<file path="config.mk">
export PLATFORM = sky130hd
export DESIGN_NAME = if_fetch_stage
export DESIGN_NICKNAME = d
export VERILOG_FILES = /design/src/rtl/pipeline_pkg.sv /design/src/rtl/instr_mem.sv /design/src/rtl/if_fetch_stage.sv
export SDC_FILE = /design/constraint.sdc
export NUM_CORES = 1
export LEC_CHECK = 0
export ABC_AREA = 0
export BUFFER_PORTS_ARGS = -buffer_cell sky130_fd_sc_hd__buf_2
export CORE_ASPECT_RATIO = 0.8
export CORE_MARGIN = 4
export CORE_UTILIZATION = 34
export CTS_CLUSTER_SIZE = 10
export DETAILED_ROUTE_END_ITERATION = 12
export PLACE_DENSITY = 0.63
export SLEW_MARGIN = 20
export SYNTH_ARGS = -nofsm -noshare
export SYNTH_HDL_FRONTEND = slang
export SYNTH_SLANG_ARGS = --single-unit
</file>
<file path="constraint.sdc">
create_clock -name clk -period 2.3 [get_ports clk]
set_input_delay 0.23 -clock clk [delete_from_list [all_inputs] [get_ports clk]]
set_output_delay 0.23 -clock clk [all_outputs]
set_load 0.01 [all_outputs]
</file>
<file path="src/rtl/pipeline_pkg.sv">
// Shared pipeline constants used by the fetch stage and, later, by the
// ID/EX latches.
//   NOP_INSTR : instruction word inserted as a bubble
//   PC_INC    : byte increment between sequential instructions
//   WORD_W    : datapath / instruction width
package pipeline_pkg;

  localparam int WORD_W = 32;
  localparam logic [WORD_W-1:0] NOP_INSTR = 32'h0000_0000;
  localparam logic [WORD_W-1:0] PC_INC = 32'd4;

  // Force a byte address onto a word boundary.
  function automatic logic [WORD_W-1:0] word_align(input logic [WORD_W-1:0] addr);
    return {addr[WORD_W-1:2], 2'b00};
  endfunction

endpackage

</file>
<file path="src/rtl/instr_mem.sv">
// Instruction ROM with a combinational read port.
// The array contents are supplied by the environment (for example written
// directly by a testbench); MEM_FILE is retained as a parameter for
// interface compatibility.
// Ports:
//   addr : word index [ADDR_W-1:0]
//   data : instruction word at addr
module instr_mem
    import pipeline_pkg::*;
#(
    parameter int MEM_DEPTH = 128,
    parameter int ADDR_W = 7,
    parameter string MEM_FILE = "instr.mem"
) (
    input  logic [ADDR_W-1:0] addr,
    output logic [WORD_W-1:0] data
);

    logic [WORD_W-1:0] mem [MEM_DEPTH];

    assign data = mem[addr];

endmodule

</file>
<file path="src/rtl/if_fetch_stage.sv">
// Instruction-fetch stage: holds the PC, reads the instruction ROM and
// registers {instruction, npc, valid} for the IF/ID latch.
// A taken branch from MEM flushes the wrong-path fetch with one bubble.
// A branch arriving during a stall is remembered and applied on the first
// unstalled cycle.
// Ports:
//   clk, rst        : clock (rising edge), synchronous active-high reset
//   stall           : hold PC and outputs this cycle
//   pc_src          : branch taken, redirect to branch_target
//   branch_target   : redirect byte address (low two bits ignored)
//   pc_out          : current fetch PC
//   instruction_out : fetched instruction (to IF/ID instruction_in)
//   npc_out         : fetched PC + 4 (to IF/ID npc_in)
//   valid_out       : 1 = real instruction, 0 = bubble
module if_fetch_stage
  import pipeline_pkg::*;
#(
  parameter logic [31:0] RESET_PC = 32'h0000_0000,
  parameter int MEM_DEPTH = 128,
  parameter int ADDR_W = 7,
  parameter string MEM_FILE = "instr.mem"
) (
  input  logic        clk,
  input  logic        rst,
  input  logic        stall,
  input  logic        pc_src,
  input  logic [31:0] branch_target,
  output logic [31:0] pc_out,
  output logic [31:0] instruction_out,
  output logic [31:0] npc_out,
  output logic        valid_out
);

  logic [31:0] pc_reg;
  logic [31:0] instr_reg;
  logic [31:0] npc_reg;
  logic        valid_reg;
  logic        redirect_pending_reg;
  logic [31:0] saved_target_reg;

  logic [31:0] mem_word;
  logic [31:0] pc_plus4;
  logic        redirect;
  logic [31:0] target;

  // Word index wraps modulo MEM_DEPTH; upper PC bits are ignored.
  instr_mem #(
    .MEM_DEPTH(MEM_DEPTH),
    .ADDR_W   (ADDR_W),
    .MEM_FILE (MEM_FILE)
  ) u_mem (
    .addr(pc_reg[ADDR_W+1:2]),
    .data(mem_word)
  );

  assign pc_plus4 = pc_reg + PC_INC;
  assign redirect = pc_src || redirect_pending_reg;
  // A live branch takes priority over one saved during an earlier stall.
  assign target   = pc_src ? word_align(branch_target) : saved_target_reg;

  always_ff @(posedge clk) begin
    if (rst) begin
      pc_reg               <= RESET_PC;
      instr_reg            <= NOP_INSTR;
      npc_reg              <= '0;
      valid_reg            <= 1'b0;
      redirect_pending_reg <= 1'b0;
      saved_target_reg     <= '0;
    end else if (stall) begin
      // Outputs and PC hold; only remember a branch (last one wins).
      if (pc_src) begin
        redirect_pending_reg <= 1'b1;
        saved_target_reg     <= word_align(branch_target);
      end
    end else if (redirect) begin
      pc_reg               <= target;
      instr_reg            <= NOP_INSTR;
      npc_reg              <= '0;
      valid_reg            <= 1'b0;
      redirect_pending_reg <= 1'b0;
    end else begin
      pc_reg    <= pc_plus4;
      instr_reg <= mem_word;
      npc_reg   <= pc_plus4;
      valid_reg <= 1'b1;
    end
  end

  assign pc_out          = pc_reg;
  assign instruction_out = instr_reg;
  assign npc_out         = npc_reg;
  assign valid_out       = valid_reg;

endmodule

</file>
==> impl_metrics.yaml <==
run_status:
  status: "completed"
min_path:
  hold_class: "in -> reg"
cts:
  clk_latency_ps: 340
  cts_tree: "built"
  cts_hold_buf: 0
  postCtsResizedCells: 0
  htreeDepth: 3
  cts_sinks: 98
  cts_root_buffer: "clkbuf_16"
  cts_buffer_depth: 2
  cts_setup_buffers: 0
  clkSlewWorstSetupHoldPaths_ps: 70
  cts_buffers: 9
sta:
  max_freq_ghz: 0.456
  setup_ws_ps: 107
  slew_violations: 0
  setup_viol: 0
  final-hold-violation-count: 0
  min_period_ps: 2190
  worst_pin_slew_ps: 531
  setup_tns_ps: 0
  fin_worst_skew_ps: 8.88
  slew_headroom_pct: 64.3
  fin_crit_sh_pct: 95.3
  rsz0062_at_grt: "false"
finish:
  layout_common_cells: "105 x nand2_1, 98 x buf_2, 98 x dfxtp_1"
  n_fill_cell: 1347
  final_common_cell: "nand2_1"
  final-instance-count-excl-fill: 830
  area_growth_pct: 20.3
  drive_gt1_share_pct: 23.5
  num_antenna_cells: 0
  nNetsFinal: 687
setup_path:
  crit_chain: "nand3_4, or4_4, or4_1, a21oi_1, a221o_1"
  crit_type: "reg -> reg"
  cpPeakStageDelay_ps: 660
  start_kind: "register"
  crit_fanout: 14
  crit_arrival_ps: 2480
  cp-end-kind: "register"
  crit_path_top_delay_cell: "or4_4"
  required_ps: 2590
pwr:
  p_leak_nw: 2.38
  pwr_density_cell_nw_per_um2: 668
  peakVddDrop_v: 0.000334
route:
  ant_nets: 0
  route.detailed.drc: 0
  drt-initial-drc-count: 359
  dr.pass1.iters: 5
  vias: 4194
  post_drt_wl_per_cell_um: 16.1
  drt_wl_total_um: 13400
  via_per_inst: 5.05
global_routing:
  grt_overflow: 0
  grt_pass1_wl_um: 21000
  first_global_vias: 3767
  grt_usage_pct: 16.7
  antenna_found_initial: 0
  grt_max_degree: 31
floorplanning:
  die_width_um: 138
  dieArea_um2: 15500
  core_um2: 13100
  row_count: 37
  die_y_um: 112
  start_util_pct: 35.3
  ios: 133
yosys:
  synth-seq-cells: 98
  synth_top_area_share_pct: 42.4
  yosysTopAreaCell: "dfxtp_1"
  ys_seq_area_share_pct: 42.4
  synth-async-reset-ratio_pct: 0
  netlist-cell-type-count: 50
  netlist_instances: 556
  synth_edf_count: 0
  syn_area_um2: 4620
  yosys-top-cells-area: "dfxtp_1 42%, nand2_1 8.5%, a21oi_1 6.6%"
  ys_warn_count: 0
  avgSynthCellArea_um2: 8.32
  ys.flop_type: "dfxtp_1"
flow_run:
  maxCapViolations: 0
place:
  hpwlAfterDp_um: 10200
  place_ws_ps: 160
  dp.cells: 814
  portBuffers: 98
  place_congestion: 0.874
==> per-layer routing <==
layer | up-vias | part of all wire, % | track usage [%]
met2 | 160 | 41 | 23.3
met1 | 1941 | 49 | 24.7
li1 | 2080 | - | -
met4 | 0 | 1.3 | 3.75
met5 | - | 0 | 0
met3 | 13 | 8.6 | 5.71
==> power by group <==
part,total [mW],switching (mW),internal (mW)
clock,1.50,0.623,0.873
combinational,0.412,0.256,0.156
sequential,1.81,0.0523,1.76
==> cell type report <==
class                      count  area [um^2]  share of cell area, %
clock buffer                  12          246                   4.43
clock inverter                 4         51.3                  0.922
inverter                       1         3.75                 0.0675
multi-input combinational    413         2360                   42.4
sequential                    98         1960                   35.3
tap                          175          219                   3.94
timing repair buffer         127          721                   13.0
==> critical path, delay by kind of cell, from the launching register on <==
| family | cells | cell delay (ps) |
|---|---|---|
| compound gates | 2 | 350 |
| flops | 1 | 470 |
| simple gates | 3 | 1320 |
==> synth_stat cells (all sizes together), types with 9 or more instances <==
cell type	n
a22o	10
buf	43
nor2	34
mux2i	11
clkbuf	32
nand3	10
xnor2	14
nand2	105
xor2	9
a21o	10
a21oi	61
a221o	13
dfxtp	98
nand4	11
o21ai	22
==> path summary, 6_finish.rpt <==
| kind | from | end | slack (ps) | cells after the start |
|---|---|---|---|---|
| setup / recovery | pc_out[8] | pc_out[28] | 110 | 5 |
| hold / removal | branch_target[5] | saved_target_reg[5] | 130 | 3 |
| setup reg to reg | pc_out[8] | pc_out[28] | 110 | 5 |
| hold reg to reg | npc_out[18] | npc_out[18] | 440 | 2 |
==> cell families after synthesis <==
logic type / synth area share (%)
other: 0.0811
buffers and inverters: 9.09
and+or+nand+nor: 20.4
muxes: 3.84
DFF: 42.4
adders and majority gates: 0.271
AOI/OAI and AO/OA: 19.5
xor gates and xnor gates: 4.36
==> metrics by stage <==
stage	total power, mW	hold WS [ps]	instance area [um^2]	utilization, %
global placement	2.24	433	5270	40.2
global route	3.87	133	5560	42.5
detailed placement	2.26	435	5270	40.2
CTS	3.77	119	5560	42.5
floorplan	2.12	366	4740	-
finish	3.72	130	5560	42.5
Note: power is estimated with default switching activity, not from simulation.
